===== config.mk =====
export PLATFORM = sky130hd
export DESIGN_NAME = fp_posit_mul
export DESIGN_NICKNAME = d
export VERILOG_FILES = /design/src/rtl/fp_posit_pkg.sv /design/src/rtl/posit_decode.sv /design/src/rtl/fp_posit_mul.sv
export SDC_FILE = /design/constraint.sdc
export NUM_CORES = 1
export LEC_CHECK = 0
export ABC_AREA = 1
export CAP_MARGIN = 40
export CORE_UTILIZATION = 30
export CTS_CLUSTER_DIAMETER = 30
export CTS_CLUSTER_SIZE = 30
export DETAILED_ROUTE_END_ITERATION = 16
export MAX_ROUTING_LAYER = met4
export SKIP_CTS_REPAIR_TIMING = 1
export SLEW_MARGIN = 20
export SYNTH_ARGS = -nofsm -noshare
export SYNTH_HDL_FRONTEND = slang
export SYNTH_SLANG_ARGS = --single-unit

===== constraint.sdc =====
create_clock -name clk -period 10 [get_ports clk]
set_clock_uncertainty 0.2 [all_clocks]
set_input_delay 2 -clock clk [delete_from_list [all_inputs] [get_ports clk]]
set_output_delay 2 -clock clk [all_outputs]
set_load 0.005 [all_outputs]

===== src/rtl/fp_posit_pkg.sv =====
`default_nettype none
// ============================================================================
//  Package     : fp_posit_pkg
//  Description : Shared constants and types for the FP16 x posit(es=0)
//                multiplier front end of the FP-Posit MAC.
//                - FP16 field widths and exponent bias
//                - legal posit width range (MIN_N..MAX_N)
//                - product significand format (2.12)
//                - prod_t bundle {sign, exp, man}
//                - clamp_n() maps a requested precision into range
//  Revision    : 1.0 - initial release
// ============================================================================
package fp_posit_pkg;

  localparam int ACT_W     = 16;         // IEEE binary16 width
  localparam int EXP_W     = 5;          // FP16 exponent field width
  localparam int MAN_W     = 10;         // FP16 fraction field width
  localparam int BIAS      = 15;         // FP16 exponent bias
  localparam int EXP_SAT   = 2 * BIAS;   // largest finite biased exponent

  localparam int MAX_N     = 8;          // widest posit weight
  localparam int MIN_N     = 3;          // narrowest posit weight

  localparam int PROD_W    = MAN_W + 4;  // 11b x 3b significand product
  localparam int PROD_FRAC = 12;         // fraction bits of the 2.12 format
  localparam logic [PROD_W-1:0] PROD_ONE = PROD_W'(1) << PROD_FRAC;

  typedef struct packed {
    logic              sign;
    logic [EXP_W-1:0]  exp;
    logic [PROD_W-1:0] man;
  } prod_t;

  function automatic logic [3:0] clamp_n(input logic [3:0] p);
    if (p < 4'(MIN_N)) return 4'(MIN_N);
    if (p > 4'(MAX_N)) return 4'(MAX_N);
    return p;
  endfunction

endpackage
`default_nettype wire


===== src/rtl/posit_decode.sv =====
`default_nettype none
// ============================================================================
//  Module      : posit_decode
//  Description : Combinational decode of an n-bit posit (es=0) held in the
//                low n bits of 'word'.
//  Ports       : word [7:0] in  - posit word, right aligned
//                n    [3:0] in  - posit width, already clamped to 3..8
//                s          out - sign bit
//                k    [3:0] out - signed regime value
//                frac [1:0] out - top two fraction bits, zero filled
//                zero       out - word is zero or NaR (all bits below sign 0)
//  Revision    : 1.0 - initial release
// ============================================================================
module posit_decode
  import fp_posit_pkg::*;
(
  input  logic [MAX_N-1:0]  word,
  input  logic [3:0]        n,
  output logic              s,
  output logic signed [3:0] k,
  output logic [1:0]        frac,
  output logic              zero
);

  logic [MAX_N-1:0] mask;
  logic [MAX_N-1:0] body;
  logic [MAX_N-1:0] mag;
  logic [MAX_N-1:0] t;
  logic [MAX_N-1:0] f;
  logic [3:0]       len;
  logic [3:0]       run;
  logic [3:0]       used;
  logic             stop;

  always_comb begin
    mask = MAX_N'((9'd1 << n) - 9'd1);
    body = word & mask;
    // sign is the top bit of the n-bit field
    s    = |(body & ~(mask >> 1));
    zero = ((body & (mask >> 1)) == '0);
    mag  = s ? ((~body + MAX_N'(1)) & mask) : body;

    // left-justify the bits after the sign so the regime starts at the MSB;
    // vacated low bits are zero, which gives the zero-filled fraction for free
    t   = mag << (4'd9 - n);
    len = n - 4'd1;

    run  = '0;
    stop = 1'b0;
    for (int i = 0; i < MAX_N - 1; i++) begin
      if (!stop && (4'(i) < len) && (t[MAX_N-1-i] == t[MAX_N-1]))
        run = run + 4'd1;
      else
        stop = 1'b1;
    end

    // skip the terminating bit only when the run ended before the word did
    used = (run < len) ? run + 4'd1 : run;
    f    = t << used;
    frac = f[MAX_N-1 -: 2];
    k    = t[MAX_N-1] ? $signed(run - 4'd1) : $signed(4'd0 - run);
  end

endmodule
`default_nettype wire


===== src/rtl/fp_posit_mul.sv =====
`default_nettype none
// ============================================================================
//  Module      : fp_posit_mul
//  Description : FP16 activation x serial posit(es=0) weight multiplier.
//                Weight bits arrive MSB first, one per valid cycle; the
//                unnormalised product is registered one cycle after the last
//                weight bit.
//  Ports       : clk, rst (async active-low)
//                act[15:0]   FP16 activation, latched with the weight sign bit
//                w, valid    serial weight bit and its qualifier
//                set, precision[3:0]  latch posit width (clamped 3..8)
//                sign_out, exp_out[4:0], man_out[13:0]  product (2.12 format)
//                start_acc   first result of a valid burst
//                done        new result on the outputs this cycle
//  Revision    : 1.0 - initial release
// ============================================================================
module fp_posit_mul
  import fp_posit_pkg::*;
#(
  parameter int ACT_WIDTH = ACT_W,
  parameter int EXP_WIDTH = EXP_W,
  parameter int MAN_WIDTH = MAN_W
) (
  input  logic                   clk,
  input  logic                   rst,
  input  logic [ACT_WIDTH-1:0]   act,
  input  logic                   w,
  input  logic                   valid,
  input  logic                   set,
  input  logic [3:0]             precision,
  output logic                   sign_out,
  output logic [EXP_WIDTH-1:0]   exp_out,
  output logic [MAN_WIDTH+3:0]   man_out,
  output logic                   start_acc,
  output logic                   done
);

  logic [3:0]                  n_reg;
  logic [3:0]                  cnt;
  logic [MAX_N-2:0]            sr;
  logic [MAX_N-1:0]            word;
  logic [ACT_WIDTH-1:0]        act_q;
  logic                        in_burst;
  logic                        last;

  logic                        w_s;
  logic signed [3:0]           w_k;
  logic [1:0]                  w_frac;
  logic                        w_zero;

  logic [EXP_WIDTH-1:0]        e_act;
  logic [MAN_WIDTH:0]          sig_act;
  logic [MAN_WIDTH+3:0]        man_prod;
  logic signed [EXP_WIDTH+1:0] e_sum;
  prod_t                       res;
  prod_t                       out_q;

  // word as it will look once the current bit is shifted in
  assign word = {sr, w};
  assign last = valid && (cnt == n_reg - 4'd1);

  posit_decode u_decode (
    .word (word),
    .n    (n_reg),
    .s    (w_s),
    .k    (w_k),
    .frac (w_frac),
    .zero (w_zero)
  );

  assign e_act    = act_q[ACT_WIDTH-2 -: EXP_WIDTH];
  assign sig_act  = {1'b1, act_q[MAN_WIDTH-1:0]};
  assign man_prod = (MAN_WIDTH+4)'(sig_act) * (MAN_WIDTH+4)'({1'b1, w_frac});
  assign e_sum    = $signed({2'b00, e_act}) + (EXP_WIDTH+2)'(w_k);

  always_comb begin
    res.sign = act_q[ACT_WIDTH-1] ^ w_s;
    res.exp  = e_sum[EXP_WIDTH-1:0];
    res.man  = man_prod;
    if (w_zero || (e_act == '0)) begin
      // zero/NaR weight, or zero/subnormal activation (flushed)
      res = '0;
    end else if (e_act == '1) begin
      // Inf/NaN activation propagates as max exponent with unit significand
      res.exp = '1;
      res.man = PROD_ONE;
    end else if (e_sum < (EXP_WIDTH+2)'(1)) begin
      res.exp = '0;
      res.man = '0;
    end else if (e_sum > (EXP_WIDTH+2)'(EXP_SAT)) begin
      res.exp = EXP_WIDTH'(EXP_SAT);
    end
  end

  always_ff @(posedge clk or negedge rst) begin
    if (!rst) begin
      n_reg     <= 4'd4;
      cnt       <= '0;
      sr        <= '0;
      act_q     <= '0;
      in_burst  <= 1'b0;
      out_q     <= '0;
      done      <= 1'b0;
      start_acc <= 1'b0;
    end else begin
      done      <= 1'b0;
      start_acc <= 1'b0;
      if (set) begin
        n_reg    <= clamp_n(precision);
        cnt      <= '0;
        in_burst <= 1'b0;
      end else if (valid) begin
        sr <= word[MAX_N-2:0];
        if (cnt == '0) act_q <= act;
        if (last) begin
          cnt       <= '0;
          out_q     <= res;
          done      <= 1'b1;
          start_acc <= !in_burst;
          in_burst  <= 1'b1;
        end else begin
          cnt <= cnt + 4'd1;
        end
      end else begin
        // any idle cycle ends the burst
        in_burst <= 1'b0;
      end
    end
  end

  assign sign_out = out_q.sign;
  assign exp_out  = out_q.exp;
  assign man_out  = out_q.man;

endmodule
`default_nettype wire


# Word-level counts from Yosys, hierarchy flattened
# Cells that the tools add are included.
# totals
output_inout_bits,22
reg_bits,54
word_cells,129
input_bits,25
# op_classes
n_bitwise,8
n_reduce_logical,28
shift,3
n_mux,43
n_eq_ne,9
magnitude_cmp,12
addsub,15
mul,1
# op_table
operator,n
$mux 4,15
$mux 19,2
$add 4x1->4 const B,8
$and 8x8->8,3
$mux 1,22
$shl 8x4->8,2
$mul 11x3->14,1
$mux 14,1
$logic_and 1x1->1,13
$lt 3x4->1 const A,3
$mux 5,2
$add 8x1->8 const B,1
$and 8x7->8,1
$logic_not 8->1,1
$lt 1x4->1 const A,2
$lt 2x4->1 const A,2
$mux 8,1
$not 7->8,1
$not 8->8,1
$reduce_or 8->1,1
$shl 1x4->8 const A,1
$sub 4x1->4 const B,2
$sub 8x1->8 const B,1
$add 6x4->7,1
20 further kinds,31

# Depth between registers and ports, before layout
# Gate-level depths: netlist of the first run.
# depth
word_depth,39
depth_mapped,82
mapped_depth_nobuf,79

# Hierarchy
# Synthesis of the first run repeated with hierarchy kept, for this count alone.
# hier_totals
cells_unflattened,840
area_unflattened_um2,5726.7
# modules_own_cells
mod,seq_area_each_um2,cells_each,n_inst,area_per_inst_um2
fp_posit_mul,1352.5,452,1,3579.7
posit_decode,0.0,388,1,2147.1

# Least setup slack after synthesis of the first run
# Ideal clock, no wire load.
# synth_timing
path_type,in2reg
start,in w
end,reg out_q (netlist bit man_out[11])
slack_ns,-0.211
t_required_ns,9.705
path_stages,67
path_buffers,1
setup_time_ns,0.095
t_arrival_ns,9.916
cell_sequence,a21boi_1 -> inv_1 -> ha_1 -> nand2_1 -> inv_1 -> nand2_1 -> nor2_1 -> nand3_1 -> nand3_1 -> nand2_1 -> nand2_1 -> nand2_1 -> nand3_1 -> nand3_1 -> nand2_4 -> xor2_1 -> nor2_1 -> ha_1 -> [31 not listed] -> nor2_2 -> fa_1 -> ha_1 -> a21oi_1 -> inv_1 -> a31oi_1 -> inv_1 -> a21oi_1 -> nor2_1 -> o21ai_0 -> nand2_1 -> a21oi_1 -> inv_1 -> a21oi_1 -> o21ai_0 -> nand2_1 -> inv_1 -> o31ai_1
# synth_between
elab_chain_cells,36
elab_cells_between_ends,62
classes_between,add/sub (10); mul (1); order compare (2); eq/ne (6); shift (2); mux (17); bitwise (5); reduce/logical (19)
# synth_rtl
item,line,source
start: declaration,fp_posit_mul.sv:27,"input logic w,"
$and 8x8->8 *,posit_decode.sv:37,body = word & mask;
"parallel branches: the longest is 34 deep, another holds $add 8x1->8",-,
$mux 19 *,fp_posit_mul.sv:80,if (w_zero || (e_act == '0)) begin
end signal: assignment,fp_posit_mul.sv:117,out_q <= res;
end: declaration,fp_posit_mul.sv:56,prod_t out_q;
# Mark *: on every way between the ends.
# A chain may end at the register's enable or synchronous reset.

# Worst setup path after layout of the first run
# Ends and elaborated chain as after synthesis.

==> metrics.md, run 1 <==
| Metric | Value |
|---|---|
| CP Class | input port to flop |
| Post-synthesis cell type count | about 50 |
| CTS buffer count | 5 |
| Asr flop ratio synth | 100% |
| Arrival @ worst endpoint | roughly 9.8 ns |
| Fmax | roughly 100 MHz |
| Core area | 18000 sq um |
| Clock Latency Late Sink | approximately 0.3 ns |
| Metal3 WL | about 350 um |
| #FFs+latches synth | 54 |
| DR DRC count | 0 |
| Critical path peak fanout | 5 |
| Initial antenna violation count | 0 |
| Top Metal Used | met4 |
| Crit share post-route | between 90% and 100% |
| Post-synthesis cell count | slightly below 800 |
| Most common cell after layout, fill and taps aside | nand2_1 |
| Endpoint type of the worst setup path | flop |
| Largest Register | act_q |
| Post-synth EDFFs | 0 |
| Initial drt markers | 215 |
| Gpl congestion | ~0.9 |
| Global route total overflow | 0 |
| Seq/Total Area, Yosys | 24.5% |
| Routed WL per cell | ~13 um |
| H-tree Lvls | 2 |
| Place WS | -0.998 ns |
| Final hold slack | about 0.23 ns |
| Antenna diodes | 0 |
| Max Cap Viol | 0 |
| Fillers | around 1900 |
| DP HPWL | 11100 um |
| Final hold viol count | 0 |
| Clock sink total | 54 |
| Final #Nets | roughly 1000 |
| Syn Std Cell Area | approximately 5500 sq um |
| Syn_area_per_cell | 6.95 sq um |
| Finished Layout Cells | between 1000 and 1500 |
| Antenna viol nets, final | 0 |
| Pre-Repair DR Iteration Count | 5 |
| DR vias/cell | approximately 4.7 |
| Max Root-Sink Buffers | 2 |
| Metal2 WL | 6990 um |
| Max-slew headroom | 50.8% |
| Fin crit period | 9.79 ns |
| Die Footprint | 19000 sq um |
| CTS tree | built |
| Worst path max stage delay | roughly 0.44 ns |
| First-pass GRT wire length | around 24000 um |
| Starting Density | 30.7% |
| Worst path slowest cell | fa_1 |
| FP Rows | 49 |
| Die span in x | 138 um |
| Max FFs per register | 16 |
| Setup crit start kind | input port |
| Largest net degree at the start of global routing | 55 |
| Final Max Slew Viols | 0 |
| Dpl cells | about 1100 |
| WL met1 | 6980 um |
| Root Driver | clkbuf_16 |
| Layout cell share with drive strength beyond 1 | roughly 29% |
| Worst Slack Setup Final | 0.207 ns |
| Unrepaired setup endpoints after global routing | true |
| Worst EP required | between 10 and 15 ns |
| Final WL | approximately 15000 um |
| Total track usage | between 15 and 20% |
| # port buffers | between 40 and 50 |
| Final setup violation count | 0 |
| Via count | 5408 |
| Net count after synthesis | ~870 |
| Status | completed |
| Commonest cells after routing, fill and taps aside | nand2_1 (165), inv_1 (100), buf_4 (81), nand3_1 (66), nor2_1 (64) |
| Ys Warns | 0 |
| Area grow syn2layout | 35.0% |
| Worst-path clk slew | 0.08 ns |
| I/O pins | 47 |
| Vias in the first global route | a little over 5000 |
| Worst-Margin Slew | 0.737 ns |
| Tightest Hold Check Type | flop to flop |
| Main synth FF type | dfrtp_1 |
| Die Height | 138 um |
==> metrics by stage <==
step | area, sq um | util [%] | setup TNS [ns]
floorplan | 5550 | - | 0
global placement | 6760 | 37.5 | -3.43
detailed placement | 6770 | 37.5 | -4.80
CTS | 6940 | 38.5 | -2.75
global route | 7460 | 41.4 | -1.17
finish | 7460 | 41.4 | 0
==> logic make-up after synthesis <==
kind of cell	count (synthesis)	synth area share, %
and+or+nand+nor	428	38.4
AOI/OAI and AO/OA	102	10.4
buffers and inverters	137	9.78
adders and majority gates	53	13.6
xor gates and xnor gates	20	3.17
muxes	1	0.204
DFF	54	24.5
==> synthesized netlist by cell type (2+ instances only) <==
library cell | n | area [sq um]
a21oi_1 | 41 | 205
inv_2 | 15 | 56.3
nor2_8 | 4 | 80.1
nor3_1 | 4 | 20.0
nand2_4 | 6 | 67.6
clkbuf_1 | 7 | 26.3
nand2_1 | 179 | 672
dfrtp_1 | 53 | 1330
nor2_2 | 12 | 75.1
o21bai_1 | 2 | 15.0
nand2_2 | 23 | 144
o21ai_0 | 23 | 115
nand3_1 | 88 | 440
nand3_2 | 15 | 150
buf_2 | 3 | 15.0
o22ai_1 | 4 | 25.0
fa_1 | 12 | 240
o21ai_2 | 6 | 52.6
xor2_1 | 15 | 131
ha_1 | 41 | 513
nor4_1 | 2 | 12.5
a31oi_1 | 2 | 12.5
nand4_1 | 11 | 68.8
xnor2_1 | 5 | 43.8
inv_1 | 107 | 402
o21ai_1 | 15 | 75.1
nor2_1 | 73 | 274
nor2_4 | 4 | 45.0
buf_6 | 2 | 22.5
o31ai_1 | 2 | 15.0
==> area by class of cell <==
class	instances	area, sq um	area share, %
Multi-Input combinational cell	605	4100	54.9
Sequential cell	54	1350	18.1
Timing Repair Buffer	128	1080	14.4
Inverter	125	477	6.39
Tap cell	229	287	3.84
Clock buffer	5	125	1.68
Clock inverter	3	48.8	0.654
==> worst paths after layout <==
path,slack (ns),end,start,depth (start not counted)
setup / recovery,0.21,man_out[11]$_DFFE_PN0P_,w,67
max in group asynchronous,7.48,n_reg[3]$_DFFE_PN0P_,rst,2
hold / removal,0.23,start_acc$_DFF_PN0_,in_burst$_DFFE_PN0P_,1
setup reg to reg,0.51,man_out[11]$_DFFE_PN0P_,n_reg[0]$_DFFE_PN0P_,69
hold reg to reg,0.23,start_acc$_DFF_PN0_,in_burst$_DFFE_PN0P_,1
min in group asynchronous,1.62,exp_out[2]$_DFFE_PN0P_,rst,2
==> routing by layer <==
layer / vias to the layer above / GRT usage, %
met5: - / -
met2: 76 / 26.7
met3: 20 / 1.62
met4: 0 / 4.17
met1: 2504 / 21.3
li1: 2808 / -
==> critical path: cells and delay by family <==
kind | cells | cell delay, ns
simple gates | 35 | 2.87
fa+ha+maj | 9 | 2.22
compound gates | 10 | 1.64
buf+inv | 12 | 0.84
xor+xnor | 1 | 0.18
Power of run 1 is left out: the tool's default activity adds up to more than one toggle a clock period on the data nets, which glitch-free logic cannot reach.
==> run 2: changes to the inputs <==
--- a/config.mk
+++ b/config.mk
@@ -7,6 +7,7 @@
 export LEC_CHECK = 0
 export ABC_AREA = 1
 export CAP_MARGIN = 40
+export CORE_MARGIN = 2
 export CORE_UTILIZATION = 30
 export CTS_CLUSTER_DIAMETER = 30
 export CTS_CLUSTER_SIZE = 30
==> metrics.md, run 2 (synthesis gave the netlist of run 1 again) <==
| Metric | Value |
|---|---|
| Crit share post-route | between 90% and 100% |
| Max Root-Sink Buffers | 2 |
| First-pass GRT wire length | 24000 um |
| Min-Delay Endpoint | start_acc$_DFF_PN0_ |
| Antenna viol nets, final | 0 |
| Setup crit start kind | input port |
| Final Max Slew Viols | 0 |
| Final hold viol count | 0 |
| CTS buffer count | 5 |
| I/O pins | 47 |
| Arrival @ worst endpoint | roughly 10 ns |
| Critical path peak fanout | 8 |
| Fmax | 102 MHz |
| Die Height | ~140 um |
| Worst EP required | roughly 10 ns |
| Routed WL per cell | ~13 um |
| Initial antenna violation count | 0 |
| Final WL | between 10000 and 15000 um |
| Status | completed |
| H-tree Lvls | 2 |
| Reg2reg setup slack | between 0.3 and 0.4 ns |
| Via count | around 5400 |
| Area grow syn2layout | 34.1% |
| # port buffers | 46 |
| Antenna diodes | 0 |
| Pre-Repair DR Iteration Count | 4 |
| Gpl congestion | just under 0.9 |
| Worst path max stage delay | 0.53 ns |
| Post-route cell area | about 7400 sq um |
| Max Cap Viol | 0 |
| Setup tns final | 0 ns |
| Final #Nets | 993 |
| Critical path origin | w |
| Fin crit period | between 9 and 10 ns |
| Worst path slowest cell | fa_1 |
| Final setup violation count | 0 |
| Max-slew headroom | about 52% |
| Worst-Margin Slew | about 0.72 ns |
| Vias in the first global route | about 5100 |
| DP Area | 6760 sq um |
| Hold depth | 1 |
| R2R cell count | 68 |
| Hold Crit Start | in_burst$_DFFE_PN0P_ |
| FP Rows | approximately 50 |
| Most common cell after layout, fill and taps aside | nand2_1 |
| CTS tree | built |
| Endpoint type of the worst setup path | flop |
| Largest Register | act_q |
| Reg2reg end | man_out[11]$_DFFE_PN0P_ |
| Fillers | roughly 1900 |
| Die span in x | between 100 and 150 um |
| DP HPWL | 11000 um |
| Most frequent CP cell | nand2_1 |
| Total track usage | roughly 15% |
| Initial drt markers | 209 |
| DR DRC count | 0 |
| Final hold slack | roughly 0.23 ns |
| Root Driver | clkbuf_16 |
| R2R Path Start | n_reg[0]$_DFFE_PN0P_ |
| Worst-path clk slew | 0.08 ns |
| Global route total overflow | 0 |
| Dpl cells | 1129 |
| Commonest cells after routing, fill and taps aside | nand2_1 (167), inv_1 (102), buf_4 (76), nand3_1 (70), nor2_1 (68) |
| Die Footprint | 19500 sq um |
| Layout cell share with drive strength beyond 1 | ~27% |
| CP Class | input port to flop |
| Core area | 18000 sq um |
| Clock sink total | 54 |
| Unrepaired setup endpoints after global routing | true |
| Tightest Hold Check Type | flop to flop |
| Max FFs per register | 16 |
| Largest net degree at the start of global routing | 55 |
| Finished Layout Cells | 1145 |
| Starting Density | between 30% and 40% |
| DR vias/cell | around 4.7 |
| Clock Latency Late Sink | 0.31 ns |
[run 2: changes by cell type in the layout (fill, tap and decap cells not counted), sizes merged]
cell  change
buf       -4
[run 2: how the worst max path moves through the flow]
| stage | end | slack (ns) | cells after the start |
|---|---|---|---|
| 6_report | man_out[11]$_DFFE_PN0P_ | 0.20 | 64 |
| 4_1_cts | man_out[11]$_DFFE_PN0P_ | -0.69 | 71 |
| 3_3_place_gp | man_out[12]$_DFFE_PN0P_ | -0.77 | 68 |
| 2_1_floorplan | man_out[12]$_DFFE_PN0P_ | 0.02 | 69 |
| 3_5_place_dp | man_out[11]$_DFFE_PN0P_ | -0.98 | 71 |
| 5_1_grt | man_out[11]$_DFFE_PN0P_ | -0.39 | 69 |
[run 2: final cells by class]
cell class	instances	area, sq um	area share [%]
Clock buffer	5	125	1.69
Clock inverter	3	48.8	0.658
Inverter	125	477	6.43
Multi-Input combinational cell	605	4050	54.7
Sequential cell	54	1350	18.3
Tap cell	229	287	3.87
Timing Repair Buffer	124	1070	14.4
[run 2: metal layers]
layer	up-vias	GRT usage (%)	share of wire [%]
met5	-	-	0
met1	2487	19.9	48
li1	2799	-	-
met2	68	25.1	48
met4	0	3.63	1.4
met3	13	1.31	1.9
[run 2: stage by stage]
stage	worst slack, ns	utilization, %
2_1_floorplan	0.0237	-
3_3_place_gp	-0.768	37.4
3_5_place_dp	-0.977	37.5
4_1_cts	-0.688	38.5
5_1_grt	-0.389	41.1
6_report	0.199	41.1
[run 2: critical path, delay by kind of cell]
| kind | cells | cell delay [ns] |
|---|---|---|
| buf+inv | 10 | 0.64 |
| simple gates | 31 | 2.67 |
| fa+ha+maj | 8 | 2.20 |
| xor+xnor | 1 | 0.07 |
| compound gates | 14 | 2.22 |
Power of run 2 is left out for the same reason.
